## src/rtl/ste_io_slave_if.sv

```systemverilog
// STEbus I/O slave bus bundle: address, command, strobe, data and acknowledge.
// The master modport drives the cycle; the slave modport answers it.
interface ste_io_slave_if #(
  parameter int ADR_W = 12
);
  logic [ADR_W-1:0] adr;
  logic [2:0]       cm;
  logic             strobe_n;
  logic [7:0]       dat_in;
  logic [7:0]       dat_out;
  logic             dat_oe;
  logic             datack_n;
  logic             trferr_n;

  modport master (
    output adr,
    output cm,
    output strobe_n,
    output dat_in,
    input  dat_out,
    input  dat_oe,
    input  datack_n,
    input  trferr_n
  );

  modport slave (
    input  adr,
    input  cm,
    input  strobe_n,
    input  dat_in,
    output dat_out,
    output dat_oe,
    output datack_n,
    output trferr_n
  );
endinterface

```

## src/rtl/ste_io_slave.sv

```systemverilog
// STEbus I/O slave: 4 r/w registers plus an ID byte in an 8-byte window.
// Define STE_IO_SLAVE_TRFERR_EN to answer offsets 5..7 with TRFERR*.
module ste_io_slave #(
  parameter int               ADR_W       = 12,
  parameter logic [ADR_W-1:0] BASE_ADR    = ADR_W'(12'h100),
  parameter int               WAIT_CYCLES = 2,
  parameter logic [7:0]       ID_VALUE    = 8'h5A
) (
  input  logic              clk,
  input  logic              rst_n,
  ste_io_slave_if.slave     bus,
  output logic [7:0]        ctrl_out
);

  typedef enum logic [1:0] {
    S_IDLE,
    S_WAIT,
    S_ACK,
    S_REL
  } state_e;

  localparam logic [3:0] WAIT_LD = 4'(WAIT_CYCLES);

  state_e          state_q, state_d;
  logic            s1_q, s1_d;
  logic            s2_q, s2_d;
  logic [3:0]      cnt_q, cnt_d;
  logic [2:0]      off_q, off_d;
  logic            rd_q, rd_d;
  logic [7:0]      wdat_q, wdat_d;
  logic [3:0][7:0] regs_q, regs_d;
  logic [7:0]      dat_out_q, dat_out_d;
  logic            dat_oe_q, dat_oe_d;
  logic            datack_n_q, datack_n_d;
  logic            trferr_n_q, trferr_n_d;

  logic            sel;
  logic            cyc_rd;
  logic            cyc_wr;
  logic            ack_go;
  logic [2:0]      ack_off;
  logic            ack_rd;
  logic [7:0]      ack_wdat;

  function automatic logic [7:0] rd_mux(
    input logic [2:0]      off,
    input logic [3:0][7:0] regs
  );
    logic [7:0] r;
    unique case (1'b1)
      !off[2]:       r = regs[off[1:0]];
      off == 3'd4:   r = ID_VALUE;
      default:       r = 8'h00;
    endcase
    return r;
  endfunction

  function automatic logic err_off(input logic [2:0] off);
`ifdef STE_IO_SLAVE_TRFERR_EN
    return off[2] & (off[1] | off[0]);
`else
    return 1'b0 & off[0];
`endif
  endfunction

  assign sel    = bus.adr[ADR_W-1:3] == BASE_ADR[ADR_W-1:3];
  assign cyc_rd = bus.cm == 3'b101;
  assign cyc_wr = bus.cm == 3'b100;

  always_comb begin
    state_d    = state_q;
    s1_d       = bus.strobe_n;
    s2_d       = s1_q;
    cnt_d      = cnt_q;
    off_d      = off_q;
    rd_d       = rd_q;
    wdat_d     = wdat_q;
    regs_d     = regs_q;
    dat_out_d  = dat_out_q;
    dat_oe_d   = dat_oe_q;
    datack_n_d = datack_n_q;
    trferr_n_d = trferr_n_q;
    ack_go     = 1'b0;
    ack_off    = off_q;
    ack_rd     = rd_q;
    ack_wdat   = wdat_q;

    unique case (state_q)
      S_IDLE: begin
        if (!s2_q && sel && (cyc_rd || cyc_wr)) begin
          off_d     = bus.adr[2:0];
          rd_d      = cyc_rd;
          wdat_d    = bus.dat_in;
          cnt_d     = WAIT_LD;
          dat_oe_d  = cyc_rd;
          dat_out_d = cyc_rd ? rd_mux(bus.adr[2:0], regs_q) : 8'h00;
          if (WAIT_CYCLES == 0) begin
            // No wait states: acknowledge straight from the capture edge
            state_d  = S_ACK;
            ack_go   = 1'b1;
            ack_off  = bus.adr[2:0];
            ack_rd   = cyc_rd;
            ack_wdat = bus.dat_in;
          end else begin
            state_d = S_WAIT;
          end
        end
      end
      S_WAIT: begin
        if (s2_q) begin
          state_d   = S_IDLE;
          dat_oe_d  = 1'b0;
          dat_out_d = 8'h00;
        end else if (cnt_q == 4'd0) begin
          state_d = S_ACK;
          ack_go  = 1'b1;
        end else begin
          cnt_d = cnt_q - 4'd1;
        end
      end
      S_ACK: begin
        if (s2_q) begin
          state_d    = S_REL;
          datack_n_d = 1'b1;
          trferr_n_d = 1'b1;
          dat_oe_d   = 1'b0;
          dat_out_d  = 8'h00;
        end
      end
      S_REL: begin
        state_d = S_IDLE;
      end
      default: begin
        state_d = S_IDLE;
      end
    endcase

    if (ack_go) begin
      if (err_off(ack_off)) begin
        trferr_n_d = 1'b0;
      end else begin
        datack_n_d = 1'b0;
      end
      if (!ack_rd && !ack_off[2]) begin
        regs_d[ack_off[1:0]] = ack_wdat;
      end
    end
  end

  always_ff @(posedge clk) begin
    if (!rst_n) begin
      state_q    <= S_IDLE;
      s1_q       <= 1'b1;
      s2_q       <= 1'b1;
      cnt_q      <= 4'd0;
      off_q      <= 3'd0;
      rd_q       <= 1'b0;
      wdat_q     <= 8'h00;
      regs_q     <= '0;
      dat_out_q  <= 8'h00;
      dat_oe_q   <= 1'b0;
      datack_n_q <= 1'b1;
      trferr_n_q <= 1'b1;
    end else begin
      state_q    <= state_d;
      s1_q       <= s1_d;
      s2_q       <= s2_d;
      cnt_q      <= cnt_d;
      off_q      <= off_d;
      rd_q       <= rd_d;
      wdat_q     <= wdat_d;
      regs_q     <= regs_d;
      dat_out_q  <= dat_out_d;
      dat_oe_q   <= dat_oe_d;
      datack_n_q <= datack_n_d;
      trferr_n_q <= trferr_n_d;
    end
  end

  assign bus.dat_out  = dat_out_q;
  assign bus.dat_oe   = dat_oe_q;
  assign bus.datack_n = datack_n_q;
  assign bus.trferr_n = trferr_n_q;
  assign ctrl_out     = regs_q[0];

endmodule

```

## src/flat_wrapper.sv

```systemverilog
// flat-port wrapper written by rule: the top's interface ports become plain ports
module ste_io_slave_flat 
#(
  parameter int               ADR_W       = 12,
  parameter logic [ADR_W-1:0] BASE_ADR    = ADR_W'(12'h100),
  parameter int               WAIT_CYCLES = 2,
  parameter logic [7:0]       ID_VALUE    = 8'h5A
)
  (clk, rst_n, ctrl_out, bus_adr, bus_cm, bus_strobe_n, bus_dat_in, bus_dat_out, bus_dat_oe, bus_datack_n, bus_trferr_n);
  ste_io_slave_if #(.ADR_W(ADR_W)) bus_i ();
  input  logic clk;
  input  logic rst_n;
  output logic [7:0] ctrl_out;
  input wire logic [$bits(bus_i.adr)-1:0] bus_adr;
  input wire logic [$bits(bus_i.cm)-1:0] bus_cm;
  input wire logic [$bits(bus_i.strobe_n)-1:0] bus_strobe_n;
  input wire logic [$bits(bus_i.dat_in)-1:0] bus_dat_in;
  output wire logic [$bits(bus_i.dat_out)-1:0] bus_dat_out;
  output wire logic [$bits(bus_i.dat_oe)-1:0] bus_dat_oe;
  output wire logic [$bits(bus_i.datack_n)-1:0] bus_datack_n;
  output wire logic [$bits(bus_i.trferr_n)-1:0] bus_trferr_n;
  assign bus_i.adr = bus_adr;
  assign bus_i.cm = bus_cm;
  assign bus_i.strobe_n = bus_strobe_n;
  assign bus_i.dat_in = bus_dat_in;
  assign bus_dat_out = bus_i.dat_out;
  assign bus_dat_oe = bus_i.dat_oe;
  assign bus_datack_n = bus_i.datack_n;
  assign bus_trferr_n = bus_i.trferr_n;
  ste_io_slave #(.ADR_W(ADR_W), .BASE_ADR(BASE_ADR), .WAIT_CYCLES(WAIT_CYCLES), .ID_VALUE(ID_VALUE)) u_core (.clk(clk), .rst_n(rst_n), .bus(bus_i), .ctrl_out(ctrl_out));
endmodule
```

## config.mk

```make
export PLATFORM = sky130hd
export DESIGN_NAME = ste_io_slave_flat
export DESIGN_NICKNAME = d
export VERILOG_FILES = /design/src/rtl/ste_io_slave_if.sv /design/src/rtl/ste_io_slave.sv /design/src/flat_wrapper.sv
export SDC_FILE = /design/constraint.sdc
export NUM_CORES = 1
export LEC_CHECK = 0
export CAP_MARGIN = 25
export CORE_UTILIZATION = 40
export CTS_CLUSTER_DIAMETER = 200
export DETAILED_ROUTE_END_ITERATION = 8
export DONT_BUFFER_PORTS = 1
export GPL_ROUTABILITY_DRIVEN = 1
export GPL_TIMING_DRIVEN = 0
export PLACE_DENSITY = 0.68
export SETUP_SLACK_MARGIN = 0.15
export SLEW_MARGIN = 20
export SYNTH_ARGS = -nofsm -noshare
export SYNTH_HDL_FRONTEND = slang
export SYNTH_SLANG_ARGS = --single-unit
```

## constraint.sdc

```tcl
create_clock -name clk -period 1.6 [get_ports clk]
set_input_delay 0.16 -clock clk [delete_from_list [all_inputs] [get_ports clk]]
set_output_delay 0.16 -clock clk [all_outputs]
set_load 0.005 [all_outputs]
```

==> results by group, run 1 <==
Critical path
  – Crit path from: u_core.cnt_q[0]
  – Setup CP Type: reg -> reg
  – Crit start category: flip-flop
  – Worst EP required: 1.87 ns
  – Worst-path fanout max: 8
  – RR Startpoint: u_core.cnt_q[0]
  – Cells on worst reg2reg path: 8
  – Crit end category: flip-flop
  – Worst path arrival time: 2.18 ns
  – R2r setup slk: -0.31 ns
  – R2R Path End: u_core.regs_q[8]

Synth
  – Post-Syn Instances: 277
  – Sequential share of the synthesized area: 42.69%
  – Netlist cell types: 45
  – Post-synthesis mux area share: 19.79%
  – #FFs+latches synth: slightly above 60
  – Mapped Avg Cell Area: 10.50 um2
  – Asr flop ratio synth: 0%
  – Largest family of logic cells by synthesized area: multiplexers
  – Synth warn: 0
  – Dominant synthesized flop cell: dfxtp_1
  – Synth Area in Simple Gates: 18.72%
  – Post-Synth XOR/XNOR Area: 0%
  – Synth Area in Compound Gates: 10.07%
  – Post-synth EDFFs: 0
  – Mapped Area: 0.002908 mm2
  – Syn nets: between 300 and 400
  – Post-synthesis adder-cell area fraction: 2.582%

Placed design
  – Port-buffer cells: 0
  – Placed cell areas: 0.003054 mm2
  – Gp weighted congestion: 0.7576
  – Hpwl dp: 4501 um

Layout
  – Fraction of layout cells with a size suffix above 1: ~28%
  – Reg area: 0.001252 mm2
  – Final core utilization: between 50 and 60%
  – Fillers: 612
  – Most frequent cells in the layout: 57 x dfxtp_1, 44 x mux2i_1, 42 x nand2_1
  – Area grow syn2layout: 25.77%
  – Diodes inserted: 0
  – Commonest non-fill, non-tap cell in the layout: dfxtp_1
  – Final Cell Area: 0.003657 mm2
  – Fin nets: 348
  – Area of the multi-input gates: 0.001585 mm2

GRT
  – First-pass GRT wire length: 10,520 um
  – Initial antenna violation count: 0
  – Largest net degree at the start of global routing: 12
  – GRT Overall Usage: 18.78%
  – Gr ovfl total: 0
  – Vias in the first global route: 2,094

Clock network
  – CTS Buf Count: 9
  – H-Tree Depth: 3
  – CTS tree: yes
  – Clock slew at reported path FFs: around 0.070 ns
  – CTS sink cnt: 62
  – Longest Clk Path Bufs: 2
  – CTS Root Cell: clkbuf_8
  – Clk_lat worst skew: 0.34 ns

Timing
  – Final Worst Setup Slack: -0.3135 ns
  – Crit path time final: ~1.9 ns
  – Final setup violating endpoints: 47
  – Unrepaired setup endpoints after global routing: true
  – Setup Skew: 0.009300 ns
  – Final Max Slew Viols: 0
  – Max Clk Rate: 522.6 MHz
  – Final period utilization: 119.6%
  – Worst slew pin tran: 0.6401 ns
  – Slew Limit Headroom: 57.32%
  – Hold Fails Final Rpt: 0

Power and ir drop
  – Peak supply drop: 468.6 uV
  – Leakage power: ~1.5 nW
  – PD cells: 938.3 mW/mm2

Drt
  – Drc violations: 0
  – DR iter-0 viols: 124
  – Routed vias/inst: 5.101
  – Detailed Routing Iterations Pass 1: 4
  – Final ANT Viol Nets: 0
  – Via Count: 2,127
  – Wire per inst: 16.37 um
  – WL final: about 6800 um

Floorplanning
  – Horiz. Die Dim: just under 90 um
  – Row cnt: 30
  – Initial core utilization: between 40% and 50%
  – Core ar.: 0.006907 mm2
  – Die area: between 0.007 and 0.008 mm2
  – Io pins: 45
  – Die Ht: between 80 and 90 um

Run status
  – Run status: complete, but fails checks
  – Failing checks: setup timing

Worst hold path
  – Hold Path Class: in -> reg
  – WHS Path Cells: 2
  – Min-delay src: bus_dat_in[1]
  – Hold endpoint: u_core.ack_wdat[1]

Job
  – Max cap viols: 0
report_power, final:
group          switching, mW  internal [mW]  leakage [nW]  total, mW
combinational          0.152          0.136         0.888      0.288
clock                  0.623          0.962         0.116       1.58
sequential           0.00810           1.55         0.502       1.56
total                  0.783           2.65          1.51       3.43
cell usage after synthesis (all sizes together) (3+ instances only):
cell     n  area, um2
dfxtp   62       1241
mux2i   44      440.4
nand2   43      161.4
nor2b   16      100.1
buf     15      118.9
o21ai   14      70.07
a22o     9      78.83
clkbuf   9      33.78
ha       6      75.07
inv      6      22.52
a22oi    4      30.03
mux2     4      45.04
mux4     4      90.09
nand2b   4      25.02
nand3    3      20.02
nor2     3      18.77
o311ai   3      26.28
cell families after synthesis:
family | Yosys count
flip-flops | 62
multiplexers | 52
adder cells (fa/ha/maj) | 6
AND/OR/NAND/NOR | 86
buffers and inverters | 30
AO/OA/AOI/OAI | 40
other | 1
worst max-delay path by stage:
stage,to,depth (start not counted),slack (ns)
final,u_core.regs_q[8],8,-0.31
after global routing,u_core.regs_q[13],8,-0.40
after CTS,u_core.ctrl_out[1],7,-0.24
after detailed placement,u_core.ctrl_out[1],7,-0.29
after global placement,u_core.ctrl_out[5],7,-0.24
after floorplan,u_core.ctrl_out[3],7,-0.09
critical path, cell delays in order, from the launching register on:
cell	delay, ns
dfxtp_2	0.32
inv_2	0.05
ha_1	0.13
or3b_4	0.41
nor4_4	0.22
buf_4	0.16
and3b_2	0.20
buf_8	0.15
mux2i_1	0.20
metrics by stage:
stage	instances	setup WS [ns]	setup TNS [ns]	total power, mW	hold slack [ns]
final	417	-0.3135	-8.772	3.432	0.01350
after global routing	417	-0.3975	-12.97	3.556	0.02394
after CTS	406	-0.2439	-6.515	3.400	0.003121
after detailed placement	373	-0.2947	-8.085	1.803	0.2654
after global placement	373	-0.2371	-6.850	1.801	0.2658
after floorplan	277	-0.09316	-1.467	1.754	0.2615
flip-flops by register name, indices dropped and copies added, names as in the netlist, named ones only:
name,count
u_core.state_q,1
u_core.regs_q,24
u_core.bus.datack_n,1
u_core.ack_wdat,8
u_core.bus.dat_oe,1
u_core.s1_q,1
u_core.ack_off,3
u_core.bus.dat_out,8
u_core.cnt_q,4
u_core.s2_q,1
u_core.ctrl_out,8
u_core.ack_rd,1
repair_timing:
action | in CTS | in global routing
pin swaps | 9 | 5
endpoints found under the setup margin | 54 | 53
resized for setup | 14 | 13
buffers inserted | 11 | 10
gates cloned | 0 | 1
hold buffers | 6 | 0
hold endpoints to repair | 6 | 0
cell type report:
class	count	area share, %
plain buffers	24	4.790
clock buffers	11	4.140
clock inverters	5	2.224
inverters	6	0.6842
multi-input cells	185	43.35
flip-flops and latches	62	34.25
well taps	96	3.284
repair buffers	28	7.287
per-layer routing:
layer	track usage, %	share of wire, %	up-vias
li1	-	-	1048
met4	9.985	2.3	0
met5	0	0	-
met1	23.05	46	1014
met2	30.82	48	52
met3	3.981	4.2	13
(Power assumes the default switching activity.)
==> inputs of run 2 (changes only) <==
Settings changed: CORE_ASPECT_RATIO set to 2, CORE_UTILIZATION 40 to 50, PLACE_DENSITY 0.68 to 0.8.
==> results by group, run 2 (synthesized netlist as in run 1, its figures left out) <==
Critical path
  – Worst-path fanout max: 8 (unchanged)
  – Cells on worst reg2reg path: 7 (-1)
  – Crit start category: flip-flop
  – WP depth: 7 (-1)
  – Slowest CP cell: or3b_4
  – Setup CP Type: reg -> reg
  – CP cell instances: inv_2 > ha_1 > or3b_4 > nor4_4 > nor3b_4 > buf_6 > mux2i_1
  – R2R Path End: u_core.ctrl_out[2]
  – Worst path arrival time: 2.14 ns (-0.04 ns)
  – RR Startpoint: u_core.cnt_q[0]
  – Crit end category: flip-flop
  – R2r setup slk: -0.28 ns (+0.03 ns)
  – Buffers plus inverters on the worst setup path: 2 (-1)
  – Critical Path Max Stage Delay: 0.43 ns (+0.02 ns)
  – Worst path top cell family by delay: simple AND/OR/NAND/NOR gates
  – Worst EP required: 1.86 ns (about the same)

Clock network
  – CTS tree: yes
  – CTS sink cnt: 62 (unchanged)
  – H-Tree Depth: 3 (unchanged)
  – Clk_lat worst skew: 0.33 ns (about the same)
  – CTS Root Cell: clkbuf_16
  – CTS Buf Count: 9 (unchanged)
  – Longest Clk Path Bufs: 2 (unchanged)
  – Clock slew at reported path FFs: 0.05 ns (-0.02 ns)

Timing
  – Final Worst Setup Slack: -0.2817 ns (+0.03179 ns)
  – Unrepaired setup endpoints after global routing: true
  – WHS: 0.005027 ns (-0.008470 ns)
  – Slew Limit Headroom: 57.05% (-0.27 points)
  – Final period utilization: 117.6% (-2.0 points)
  – Worst slew pin tran: 0.6442 ns (+0.004071 ns)
  – Final Max Slew Viols: 0 (unchanged)
  – Max Clk Rate: 531.4 MHz (+1.7%)
  – Setup Skew: 0.006891 ns (-0.002410 ns)
  – Final setup violating endpoints: 45 (-4.3%)
  – Crit path time final: 1.882 ns (-0.03179 ns)
  – Hold Fails Final Rpt: 0 (unchanged)

Layout
  – Largest register FFs: 24 (unchanged)
  – Post-Layout Cell Count: 376 (-9.8%)
  – Largest Register: u_core.regs_q
  – Diodes inserted: 0 (unchanged)
  – Final Cell Area: 0.003656 mm2 (about the same)
  – Fin nets: 344 (-1.1%)
  – Area grow syn2layout: 25.73% (about the same)
  – Commonest non-fill, non-tap cell in the layout: dfxtp_1
  – Fraction of layout cells with a size suffix above 1: 28.57% (+0.53 points)
  – Most frequent cells in the layout: 57 x dfxtp_1, 44 x mux2i_1, 42 x nand2_1
  – Fillers: 424 (-31%)
  – Final core utilization: 64.59% (+12 points)

Placed design
  – Placed insts: 338 (-9.4%)
  – Hpwl dp: 4468 um (-0.74%)
  – Port-buffer cells: 0 (unchanged)
  – Gp weighted congestion: 0.8021 (+5.9%)
  – Placed cell areas: 0.003010 mm2 (-1.4%)

Job
  – Max cap viols: 0 (unchanged)

Drt
  – DR iter-0 viols: 96 (-23%)
  – Drc violations: 0 (unchanged)
  – WL final: 7184 um (+5.2%)
  – Detailed Routing Iterations Pass 1: 4 (unchanged)
  – Via Count: 2,167 (+1.9%)
  – Wire per inst: 19.11 um (+17%)
  – Routed vias/inst: 5.763 (+13%)
  – Final ANT Viol Nets: 0 (unchanged)

GRT
  – First-pass GRT wire length: 11,090 um (+5.4%)
  – Vias in the first global route: 2,234 (+6.7%)
  – Gr ovfl total: 0 (unchanged)
  – Initial antenna violation count: 0 (unchanged)
  – GRT Overall Usage: 24.53% (+5.7 points)
  – Largest net degree at the start of global routing: 11 (-1)

Run status
  – Run status: complete, but fails checks
  – Failing checks: setup timing

Worst hold path
  – Hold endpoint: u_core.ack_wdat[1]
  – Min-delay src: bus_dat_in[1]
  – WHS Path Cells: 2 (unchanged)
  – Hold Path Class: in -> reg

Floorplanning
  – Core ar.: 0.005660 mm2 (-18%)
  – Horiz. Die Dim: 55.93 um (-36%)
  – Row cnt: 39 (+30%)
  – Io pins: 45 (unchanged)
  – Die area: 0.006143 mm2 (-19%)
  – Die Ht: 109.8 um (+26%)
  – Initial core utilization: 51.37% (+9.3 points)

Power and ir drop
  – Peak supply drop: 1056 uV (+130%)
  – PD cells: 1035 mW/mm2 (+10%)
  – Leakage power: 1.532 nW (+1.8%)
-- run 2: metrics by stage --
stage	setup TNS [ns]	setup slack [ns]	power, mW
2_1_floorplan	-1.467	-0.09316	1.754
3_3_place_gp	-6.567	-0.2393	1.800
3_5_place_dp	-8.205	-0.2669	1.805
4_1_cts	-6.119	-0.2159	3.757
5_1_grt	-13.12	-0.4087	3.890
6_report	-9.064	-0.2817	3.783
-- run 2: worst max-delay path by stage --
stage	startpoint	end	slack, ns
after floorplan	u_core.cnt_q[0]	u_core.ctrl_out[3]	-0.09
after global placement	u_core.cnt_q[0]	u_core.ctrl_out[2]	-0.24
after detailed placement	u_core.cnt_q[0]	u_core.ctrl_out[6]	-0.27
after CTS	u_core.cnt_q[0]	u_core.ctrl_out[2]	-0.22
after global routing	u_core.cnt_q[0]	u_core.ctrl_out[7]	-0.41
final	u_core.cnt_q[0]	u_core.ctrl_out[2]	-0.28
-- run 2: final cells by class --
type | count | area, um2 | area share [%]
Clock buffer | 13 | 260.3 | 7.118
Sequential cell | 62 | 1250 | 34.19
Clock inverter | 1 | 30.03 | 0.8214
Multi-Input combinational cell | 185 | 1602 | 43.81
Tap cell | 61 | 76.32 | 2.088
Buffer | 24 | 175.2 | 4.791
Inverter | 6 | 25.02 | 0.6845
Timing Repair Buffer | 24 | 237.7 | 6.502
-- run 2: where the power goes --
group | switching [mW] | internal, mW | leakage, nW
combinational | 0.163 | 0.136 | 0.888
clock | 0.644 | 1.27 | 0.142
sequential | 0.0108 | 1.56 | 0.502
-- run 2: repair_timing --
item                                   in CTS  in global routing
buffers inserted                           15                  7
gates cloned                                1                  0
setup endpoints to repair                  54                 59
gates resized for setup                    23                 14
endpoints found under the hold margin       1                  0
pin swaps                                   7                 16
hold buffers                                1                  0
-- run 2: layer usage --
layer	part of all wire, %	track usage (%)	up-vias
met1	37	23.76	1065
li1	-	-	1039
met4	2.4	15.85	0
met5	0	0	-
met3	4.1	6.824	12
met2	57	45.01	51
